### config.mk
export PLATFORM = sky130hd
export DESIGN_NAME = reg_file_2r1w
export DESIGN_NICKNAME = d
export VERILOG_FILES = /design/src/rtl/cpu_pkg.sv /design/src/rtl/rf_read_port.sv /design/src/rtl/reg_file_2r1w.sv
export SDC_FILE = /design/constraint.sdc
export NUM_CORES = 1
export LEC_CHECK = 0
export CAP_MARGIN = 40
export CORE_MARGIN = 2
export CORE_UTILIZATION = 30
export CTS_CLUSTER_SIZE = 14
export DETAILED_ROUTE_END_ITERATION = 7
export GPL_TIMING_DRIVEN = 0
export HOLD_SLACK_MARGIN = 0.03
export MAX_ROUTING_LAYER = met4
export PLACE_DENSITY_LB_ADDON = 0.05
export SETUP_SLACK_MARGIN = 0.05
export SKIP_CTS_REPAIR_TIMING = 1
export SLEW_MARGIN = 30
export SYNTH_ARGS = -nofsm -noshare
export SYNTH_HDL_FRONTEND = slang
export SYNTH_HIERARCHICAL = 1
export SYNTH_SLANG_ARGS = --single-unit
export TNS_END_PERCENT = 50
### constraint.sdc
create_clock -name clk -period 2.78 [get_ports clk]
set_clock_uncertainty 0.1 [all_clocks]
set_input_delay 0.417 -clock clk [delete_from_list [all_inputs] [get_ports clk]]
set_output_delay 0.417 -clock clk [all_outputs]
set_load 0.01 [all_outputs]
### src/rtl/cpu_pkg.sv
// Shared CPU definitions: default datapath width and the register-file clear FSM states.
package cpu_pkg;

  localparam int unsigned DataWDefault = 8;

  typedef enum logic [0:0] {
    StIdle,
    StClear
  } clr_state_e;

endpackage

### src/rtl/rf_read_port.sv
// One registered read port of the register file: decode, range/zero check, bypass mux and
// output register. Holds its output when not enabled.
module rf_read_port
  import cpu_pkg::*;
#(
  parameter int unsigned DATA_W   = DataWDefault,
  parameter int unsigned DEPTH    = 16,
  parameter int unsigned ADDR_W   = 8,
  parameter int unsigned ZERO_REG = 0,
  parameter int unsigned AW       = $clog2(DEPTH)
) (
  input  logic              clk,
  input  logic              rst_n,
  input  logic              re,
  input  logic [ADDR_W-1:0] raddr,
  input  logic [DATA_W-1:0] regs [DEPTH],
  input  logic              wr_en,
  input  logic [AW-1:0]     wr_addr,
  input  logic [DATA_W-1:0] wr_data,
  output logic [DATA_W-1:0] rdata
);

  logic [AW-1:0]     idx;
  logic              in_range;
  logic [DATA_W-1:0] rdata_d, rdata_q;

  assign idx      = raddr[AW-1:0];
  assign in_range = (32'(idx) < DEPTH) && !((ZERO_REG != 0) && (idx == '0));

  // The write landing on this edge wins over the array so the port never returns stale data.
  always_comb begin
    rdata_d = '0;
    if (in_range) begin
      if (wr_en && (wr_addr == idx)) begin
        rdata_d = wr_data;
      end else begin
        rdata_d = regs[idx];
      end
    end
  end

  always_ff @(posedge clk or negedge rst_n) begin
    if (!rst_n) begin
      rdata_q <= '0;
    end else if (re) begin
      rdata_q <= rdata_d;
    end
  end

  assign rdata = rdata_q;

endmodule

### src/rtl/reg_file_2r1w.sv
// Register file with one write port, two registered read ports with write bypass, and a
// one-register-per-cycle clear sweep.
module reg_file_2r1w
  import cpu_pkg::*;
#(
  parameter int unsigned DATA_W   = DataWDefault,
  parameter int unsigned DEPTH    = 16,
  parameter int unsigned ADDR_W   = 8,
  parameter int unsigned ZERO_REG = 0
) (
  input  logic              clk,
  input  logic              rst_n,
  input  logic              we,
  input  logic [ADDR_W-1:0] waddr,
  input  logic [DATA_W-1:0] wdata,
  input  logic              re_a,
  input  logic [ADDR_W-1:0] raddr_a,
  output logic [DATA_W-1:0] rdata_a,
  input  logic              re_b,
  input  logic [ADDR_W-1:0] raddr_b,
  output logic [DATA_W-1:0] rdata_b,
  input  logic              clr_start,
  output logic              busy
);

  localparam int unsigned AW = $clog2(DEPTH);

  clr_state_e        state_d, state_q;
  logic [AW-1:0]     cnt_d, cnt_q;
  logic [DATA_W-1:0] regs_q [DEPTH];

  logic [AW-1:0]     widx;
  logic              waddr_ok;
  logic              port_we;
  logic              sweep;
  logic              wr_en;
  logic [AW-1:0]     wr_addr;
  logic [DATA_W-1:0] wr_data;

  assign widx     = waddr[AW-1:0];
  assign waddr_ok = (32'(widx) < DEPTH) && !((ZERO_REG != 0) && (widx == '0));
  assign port_we  = we && (state_q == StIdle) && waddr_ok;
  assign sweep    = (state_q == StClear);

  // Port writes only happen in idle and sweep writes only in clear, so one merged write
  // path feeds both the array and the read-port bypass.
  assign wr_en   = port_we || sweep;
  assign wr_addr = sweep ? cnt_q : widx;
  assign wr_data = sweep ? '0 : wdata;

  always_comb begin
    state_d = state_q;
    cnt_d   = cnt_q;
    unique case (state_q)
      StIdle: begin
        if (clr_start) begin
          state_d = StClear;
          cnt_d   = '0;
        end
      end
      StClear: begin
        if (32'(cnt_q) == DEPTH - 1) begin
          state_d = StIdle;
        end else begin
          cnt_d = cnt_q + AW'(1);
        end
      end
      default: state_d = StIdle;
    endcase
  end

  always_ff @(posedge clk or negedge rst_n) begin
    if (!rst_n) begin
      state_q <= StIdle;
      cnt_q   <= '0;
    end else begin
      state_q <= state_d;
      cnt_q   <= cnt_d;
    end
  end

  always_ff @(posedge clk or negedge rst_n) begin
    if (!rst_n) begin
      for (int i = 0; i < int'(DEPTH); i++) begin
        regs_q[i] <= '0;
      end
    end else if (wr_en) begin
      regs_q[wr_addr] <= wr_data;
    end
  end

  assign busy = (state_q == StClear);

  rf_read_port #(
    .DATA_W   (DATA_W),
    .DEPTH    (DEPTH),
    .ADDR_W   (ADDR_W),
    .ZERO_REG (ZERO_REG),
    .AW       (AW)
  ) u_port_a (
    .clk     (clk),
    .rst_n   (rst_n),
    .re      (re_a),
    .raddr   (raddr_a),
    .regs    (regs_q),
    .wr_en   (wr_en),
    .wr_addr (wr_addr),
    .wr_data (wr_data),
    .rdata   (rdata_a)
  );

  rf_read_port #(
    .DATA_W   (DATA_W),
    .DEPTH    (DEPTH),
    .ADDR_W   (ADDR_W),
    .ZERO_REG (ZERO_REG),
    .AW       (AW)
  ) u_port_b (
    .clk     (clk),
    .rst_n   (rst_n),
    .re      (re_b),
    .raddr   (raddr_b),
    .regs    (regs_q),
    .wr_en   (wr_en),
    .wr_addr (wr_addr),
    .wr_data (wr_data),
    .rdata   (rdata_b)
  );

endmodule

==> flow_metrics.py <==
metrics = {
    "timing": {
        "layout_setup_ws_ns": 0.163,
        "fin_setup_tns_ns": 0,
        "grt_setup_unrepaired": "true",
        "fmax_ghz": 0.382,
        "fin_crit_sh": 0.942,
        "finalCriticalPeriod_ns": 2.62,
        "setup_viol": 0,
        "slew_viol_final": 0,
        "relSlewSlack": 0.415,
        "final_hold_viol_count": 0,
        "tightest_slew_ns": 0.878,
    },
    "worst_setup_path": {
        "start_kind": "register",
        "endpoint_kind": "register",
        "critPathMaxFanout": 10,
        "cp.arrival_ns": 2.83,
        "required_ns": 2.99,
        "crit_type": "reg -> reg",
    },
    "clocking": {
        "clk_pin_slew_ns": 0.07,
        "clock_sinks": 149,
        "ctsRootBufferMaster": "clkbuf_16",
        "htreeDepth": 4,
        "cts_buffers": 17,
        "cts.path.max_buffers": 2,
        "cts_tree": "built",
        "clkLatencyLatePin_ns": 0.43,
    },
    "routing": {
        "num_vias": 5383,
        "first_iter_violations": 376,
        "post_drt_wl_per_cell_um": 26.3,
        "viasPerCell": 5.30,
        "drc": 0,
        "dr.pass1.iters": 5,
        "drt-total-wl_um": 26700,
        "ant_nets": 0,
    },
    "synth": {
        "synth_top_area_cell": "dfrtp_1",
        "yosys.area_share.simple": 0.0646,
        "synth_compound_area_frac": 0.0864,
        "ys_ff_latch": 149,
        "syn_area_sq_um": 8550,
        "yosysTopAreaCellShare": 0.436,
        "ys.flop_type": "dfrtp_1",
        "synth.area.mux_share": 0.359,
        "yosysWarnings": 6,
        "ys_top_cells_by_count": "dfrtp_1 (149), mux2_2 (124), mux4_2 (40)",
        "synth_fa_ha_area_frac": 0.00146,
        "avgSynthCellArea_sq_um": 15.1,
        "synthCells": 565,
        "synth_xor_area_frac": 0.00922,
        "ys_types": 52,
        "ys_top_cells_by_area": "dfrtp_1 (44%), mux2_2 (16%), mux4_2 (11%)",
        "async_flop_share": 1.00,
        "synth_edf_count": 0,
        "synth.yosys.seq_area_share": 0.436,
        "yosysMostFrequentCell": "dfrtp_1",
        "synth_nets": 604,
        "synth_top_family_by_area": "multiplexers",
    },
    "place": {
        "place_congestion": 0.749,
        "io_buffers": 38,
        "post-place-ws_ns": -0.0870,
        "dp_hpwl_um": 19100,
    },
    "die": {
        "coreArea_sq_um": 27900,
        "die_h_um": 173,
        "io_pins": 55,
        "fp.dieW_um": 173,
        "fp-row-count": 61,
        "start_util": 0.306,
        "dieArea_sq_um": 29900,
    },
    "global_routing": {
        "grt_usage": 0.190,
        "grt_pass1_vias": 5802,
        "overflow": 0,
        "grt_pass1_wl_um": 40300,
        "grt_max_degree": 79,
        "antenna_found_initial": 0,
    },
    "layout": {
        "nets": 663,
        "drive_gt1_frac": 0.419,
        "multi_input_area_sq_um": 4480,
        "register_area_sq_um": 3730,
        "antenna_cells": 0,
        "n_fill_cell": 2722,
        "area_growth_pct": 17.5,
        "fin_util": 0.360,
    },
    "job": {
        "cap_violations": 0,
    },
    "pwr": {
        "finalPower_mw": 9.31,
        "p_leak_nw": 4.54,
        "irDropWorstVdd_v": 0.000348,
        "powerDensity_nw_per_um2": 927,
    },
    "status": {
        "status": "finished, final reports clean",
    },
    "min_path": {
        "hp-class": "reg -> reg",
    },
}
layout by cell type, fill, tap and decap left out, types with 6 or more instances in the layout:
master	count
buf_6	7
mux4_1	24
mux2_2	124
a221o_1	16
clkdlybuf4s50_1	37
buf_8	6
dfrtp_1	149
mux2_4	8
mux4_2	40
nand2_1	18
xor2_1	7
a22oi_1	30
buf_2	8
o22ai_2	7
clkbuf_16	17
nor2b_1	28
clkbuf_1	25
cell families after synthesis:
kind of cell,count (synthesis)
compound gates,73
xor+xnor,9
fa+ha+maj,1
buf+inv,58
flops,149
mux,198
simple gates,77
final timing paths:
path / start / endpoint / slack (ns) / cells past startpoint
max: busy / u_port_a/rdata[5] / 0.16 / 7
min: regs_q[99] / regs_q[99] / 0.42 / 1
max reg2reg: busy / u_port_a/rdata[5] / 0.16 / 7
min reg2reg: regs_q[99] / regs_q[99] / 0.42 / 1
max in group asynchronous: rst_n / regs_q[36] / 1.30 / 3
min in group asynchronous: rst_n / regs_q[126] / 0.45 / 2
registers in the layout (all words and copies together) (netlist names):
name	count
busy	1
u_port_b/rdata	8
u_port_a/rdata	8
regs_q	128
cnt_q	4
routing by layer:
metal | track usage | wire [um]
met2 | 0.293 | 12600
met5 | - | 0
met1 | 0.257 | 12700
met3 | 0.0398 | 1100
met4 | 0.0470 | 321
worst max-delay path, cell delays in order, from the launching register on:
cell,delay (ns)
dfrtp_1,0.39
buf_6,0.16
buf_2,0.25
mux2_2,0.45
xor2_1,0.16
nor3_1,0.32
a31oi_2,0.27
a221o_1,0.40
final cells by class:
| type | count | share of cell area |
|---|---|---|
| well taps | 378 | 0.0471 |
| inverters | 3 | 0.00112 |
| flip-flops and latches | 149 | 0.371 |
| multi-input cells | 358 | 0.446 |
| plain buffers | 53 | 0.0348 |
| clock buffers | 18 | 0.0437 |
| repair buffers | 42 | 0.0447 |
| clock inverters | 14 | 0.0116 |
through the flow:
step / area (sq um) / std cells / hold WS, ns
global route: 10000 / 1015 / 0.437
global placement: 9400 / 981 / 0.394
floorplan: 8550 / 565 / 0.0214
detailed placement: 9450 / 983 / 0.337
CTS: 10000 / 1015 / -0.126
finish: 10000 / 1015 / 0.423
report_power, final:
part	internal (mW)	switching [mW]	total, mW
registers	2.91	0.498	3.41
clock network	1.19	1.03	2.22
logic	1.92	1.76	3.68
total	6.02	3.29	9.31
Note: power is estimated with default switching activity, not from simulation.
==> patch 1: new RTL, same settings <==
`ZERO_REG` is set to 0 in 2 places; all go to 1.
--- a/src/rtl/rf_read_port.sv
+++ b/src/rtl/rf_read_port.sv
@@ -8,3 +8,3 @@
   parameter int unsigned ADDR_W   = 8,
-  parameter int unsigned ZERO_REG = 0,
+  parameter int unsigned ZERO_REG = 1,
   parameter int unsigned AW       = $clog2(DEPTH)
--- a/src/rtl/reg_file_2r1w.sv
+++ b/src/rtl/reg_file_2r1w.sv
@@ -8,3 +8,3 @@
   parameter int unsigned ADDR_W   = 8,
-  parameter int unsigned ZERO_REG = 0
+  parameter int unsigned ZERO_REG = 1
 ) (
Formal check against the unedited RTL: not equivalent (Yosys sat finds a counterexample within 4 cycles, from zero or initial values and one cycle with rst_n low).
==> patch 1 against the unedited design <==
  * Sequential cell count unchanged
  * First-iteration DRC count increased by 48%
  * Design area increased by 4.9%
  * Die area increased by 2.2%
  * Power increased by 13%
  * Maximum frequency decreased by 3.3%
  * Synthesized area increased by 2.3%
  * Routed wire length increased by 17%
  * Critical endpoint is now u_port_b/rdata[4]
  * Worst setup slack got worse by 0.090 ns
==> patch 1: results <==
set metrics [dict create \
    fill_cells 2856 \
    cts_buffers 17 \
    startpoint "raddr_b[1]" \
    place_hpwl_um 22700 \
    placement.cell_area_um2 9700 \
    tightest_slew_ns 0.897 \
    cp.arrival_ns 2.89 \
    p_leak_nw 4.77 \
    r2r_cells 10 \
    holdWs_ns 0.285 \
    grt_first_pass_wirelength_um 46100 \
    grt_pass1_vias 6669 \
    final_cell_area_um2 10500 \
    timing.fmax_mhz 369 \
    cts_max_path_buffers 2 \
    netSwitchingPower_mw 3.90 \
    htreeDepth 4 \
    cts_root_buffer "clkbuf_16" \
    synth_cells 729 \
    top_register "regs_q" \
    dr.pass1.iters 5 \
    max_stage_delay_ns 0.59 \
    vias_per_cell 5.47 \
    cpMaxStageDelayCell "clkdlybuf4s50_1" \
    r2r-start "busy" \
    outcome "finished, final reports clean" \
    cp_max_fo 10 \
    clkSlewWorstSetupHoldPaths_ns 0.07 \
    ys.flop_type "dfrtp_1" \
    yosys-top-cells-area "dfrtp_1 (43%), mux2_2 (12%), mux2i_1 (7.9%)" \
    stdcell_count 1202 \
    cp_top_family "buffers and inverters" \
    largest_reg_flops 128 \
    crit_path_end "u_port_b/rdata[4]" \
    drive_gt1_share_pct 31.6 \
    antenna_found_initial 1 \
    hp-class "in -> reg" \
    irDropWorstVdd_mv 0.378 \
    synth.net_count 768 \
    pre_cts_slack_ns -0.857 \
    synth.cells.most_frequent "dfrtp_1 (149), mux2_2 (93), mux2i_1 (69)" \
    wl_um 31200 \
    drtIter0Drc 558 \
    layout.nets 843 \
    port_buffers 38 \
    seq_area_frac_synth_pct 42.7 \
    ys_types 60 \
    grtUsageTotal_pct 21.5 \
    grt_max_degree 66 \
    clk_latency_ns 0.43 \
    r2r-end "u_port_b/rdata[1]" \
    gp_congestion 0.848 \
    async_flop_share_pct 100 \
    yosysWarnings 6 \
    rrSetupSlack_ns 0.16 \
]
-- patch 1: kinds of logic (layout without fill, tap and decap cells) --
| family | Yosys count | in the layout | share of synthesized area, % |
|---|---|---|---|
| mux | 202 | 202 | 29.6 |
| flops | 149 | 149 | 42.7 |
| simple gates | 142 | 142 | 9.48 |
| compound gates | 118 | 118 | 11.1 |
| buf+inv | 108 | 196 | 6.11 |
| xor+xnor | 9 | 9 | 0.902 |
| fa+ha+maj | 1 | 1 | 0.143 |
| other cells | 0 | 1 | 0 |
-- patch 1: metal layers --
layer  vias up  routed length (um)  global-route usage (%)
met5         -                   0                       -
met4         0                1070                    8.37
met3        44                1830                    4.40
met2       221               13500                    30.2
met1      3391               14800                    30.3
li1       2918                   -                       -
-- patch 1: power by group through the flow --
stage | sequential (mW) | combinational [mW] | clock (mW)
floorplan | 3.40 | 2.73 | 0
global placement | 3.51 | 4.13 | 0
detailed placement | 3.56 | 4.22 | 0
CTS | 3.53 | 4.23 | 2.66
global route | 3.63 | 4.68 | 2.76
finish | 3.53 | 4.35 | 2.61
-- patch 1: worst min-delay path by stage --
stage / end / depth (start not counted) / startpoint
5_1_grt: u_port_b/rdata[5] / 2 / re_b
6_report: u_port_b/rdata[5] / 2 / re_b
3_3_place_gp: regs_q[43] / 1 / regs_q[43]
3_5_place_dp: u_port_a/rdata[0] / 1 / rst_n
2_1_floorplan: busy / 0 / rst_n
4_1_cts: u_port_a/rdata[2] / 1 / rst_n
-- patch 1: final cells by class --
type / instances / share of cell area (%)
timing repair buffer: 56 / 5.54
multi-input combinational: 472 / 42.8
antenna: 1 / 0.0238
inverter: 42 / 1.53
clock inverter: 14 / 2.11
tap: 384 / 4.56
buffer: 66 / 3.99
sequential: 149 / 35.4
clock buffer: 18 / 4.07
==> patch 2: new RTL, same flow settings <==
Without the edit above. Register the input `waddr` before use, without a reset. The logic sees it one clock later. The other inputs are not delayed to match.
--- a/src/rtl/reg_file_2r1w.sv
+++ b/src/rtl/reg_file_2r1w.sv
@@ -27,2 +27,8 @@
 
+  logic [ADDR_W-1:0] waddr_q;
+
+  always_ff @(posedge clk) begin
+    waddr_q <= waddr;
+  end
+
   clr_state_e        state_d, state_q;
@@ -39,3 +45,3 @@
 
-  assign widx     = waddr[AW-1:0];
+  assign widx     = waddr_q[AW-1:0];
   assign waddr_ok = (32'(widx) < DEPTH) && !((ZERO_REG != 0) && (widx == '0));
Formal check against the unedited RTL: not equivalent (a bounded check fails within 4 cycles, from zero or initial values and one cycle with rst_n low).
==> patch 2 against the unedited design <==
  * Worst setup slack worse by 0.012 ns
  * Power up 3.9%
  * Critical endpoint is now u_port_b/rdata[0]
  * Sequential cell count up 4
  * First-iteration DRC count down 15%
  * Design area up 2.4%
  * Synthesized cell count up 0.88%
  * Routed wire length up 5.5%
  * Largest cell class unchanged
  * Synthesized area up 1.2%
  * Highest routed layer unchanged
==> patch 2: results <==
set metrics [dict create \
    use_met3_pct 3.38 \
    synth.net_count 609 \
    layout.nets 671 \
    max-slew-margin-rel_pct 37.3 \
    power.density_nw_per_um2 940 \
    cts_buffers 17 \
    antenna_cells 0 \
    rrSetupSlack_ns 0.16 \
    gp_congestion 0.822 \
    start_util_pct 30.3 \
    hp-class "in -> reg" \
    grt_use_met2_pct 29.4 \
    place_hpwl_um 20000 \
    vias_per_cell 5.38 \
    globalRouteMet1Util_pct 27.3 \
    cts_root_buffer "clkbuf_16" \
    async_flop_share_pct 97.4 \
    synth.cells.most_frequent "dfrtp_1 (149), mux2_2 (120), mux4_2 (40)" \
    grt_max_degree 56 \
    seq_area_frac_synth_pct 44.0 \
    cp-start-kind "input pin" \
    syn_area_per_cell_um2 15.2 \
    placement.cell_area_um2 9620 \
    cp.arrival_ns 2.84 \
    ys_types 52 \
    fill_cells 2797 \
    dp.cells 998 \
    hold_depth 1 \
    r2r_cells 8 \
    startpoint "raddr_b[3]" \
    crit_path_end "u_port_b/rdata[0]" \
    yosys-top-cells-area "dfrtp_1 (43%), mux2_2 (16%), mux4_2 (10%)" \
    cts_max_path_buffers 2 \
    wire_per_inst_um 27.3 \
    hold_violations 0 \
    clk_latency_ns 0.43 \
    grtUsageTotal_pct 19.8 \
    worstHoldStart "waddr[2]" \
    grt_first_pass_wirelength_um 41400 \
    r2r-end "u_port_b/rdata[5]" \
    dr.pass1.iters 8 \
    clkSlewWorstSetupHoldPaths_ns 0.07 \
    via_count 5533 \
    whs_endpoint "waddr_q[2]" \
    irDropWorstVdd_mv 0.370 \
    drive_gt1_share_pct 42.5 \
    ys.flop_type "dfrtp_1" \
    cp_max_fo 10 \
    final_cell_area_um2 10300 \
    outcome "finished, final reports clean" \
    grt_pass1_vias 5847 \
    top_register "regs_q" \
    drtIter0Drc 321 \
    p_leak_nw 4.68 \
    antenna_found_initial 0 \
]
==> patch 2: changes by cell type in the layout (fill, tap and decap cells not counted), moves of 3 or more <==
cell,change
buf_2,+7
buf_4,-3
bufinv_16,+3
dfxtp_1,+4
mux2_2,-4
==> patch 2: power by group <==
part	total, mW	internal [mW]	switching, mW
Combinational	3.73	1.93	1.80
Sequential	3.43	2.95	0.480
Clock	2.51	1.48	1.04
Total	9.67	6.35	3.32
==> patch 2: per-stage QoR <==
| step | setup WS (ns) | hold WS (ns) | power, mW |
|---|---|---|---|
| detailed placement | -0.166 | 0.241 | 7.17 |
| finish | 0.150 | 0.324 | 9.67 |
| floorplan | 0.377 | 0.0214 | 5.84 |
| CTS | -0.0861 | -0.224 | 9.71 |
| global route | 0.0486 | 0.308 | 10.1 |
| global placement | -5.18 | 0.387 | 7.03 |
==> patch 2: cell families after synthesis <==
logic type	after synthesis	share of synthesized area [%]
and+or+nand+nor	77	6.57
adders and majority gates	1	0.145
DFF	153	44.0
AOI/OAI and AO/OA	73	8.51
buffers and inverters	59	4.28
xor gates and xnor gates	9	0.911
muxes	198	35.6
==> patch 2: metal layers <==
metal  wire length (um)  share of wire, %  vias to the layer above
met1              13300                47                     2974
met2              12900                46                      155
li1                   -                 -                     2371
met5                  0                 0                        -
met4                775               2.8                        0
met3               1130               4.0                       33
==> patch 2: layout make-up <==
cell class	count	area, um^2	area share, %
multi-input combinational	358	4510	43.9
sequential	153	3810	37.1
timing repair buffer	45	495	4.82
tap	384	480	4.67
clock buffer	20	457	4.44
buffer	54	352	3.42
clock inverter	12	164	1.59
inverter	3	11.3	0.110
==> patch 2: worst max-delay path, stage by stage <==
cell	delay (ns)
clkbuf_1	0.37
clkbuf_1	0.76
mux4_2	0.45
a22oi_1	0.39
nand2_1	0.14
a221o_1	0.31
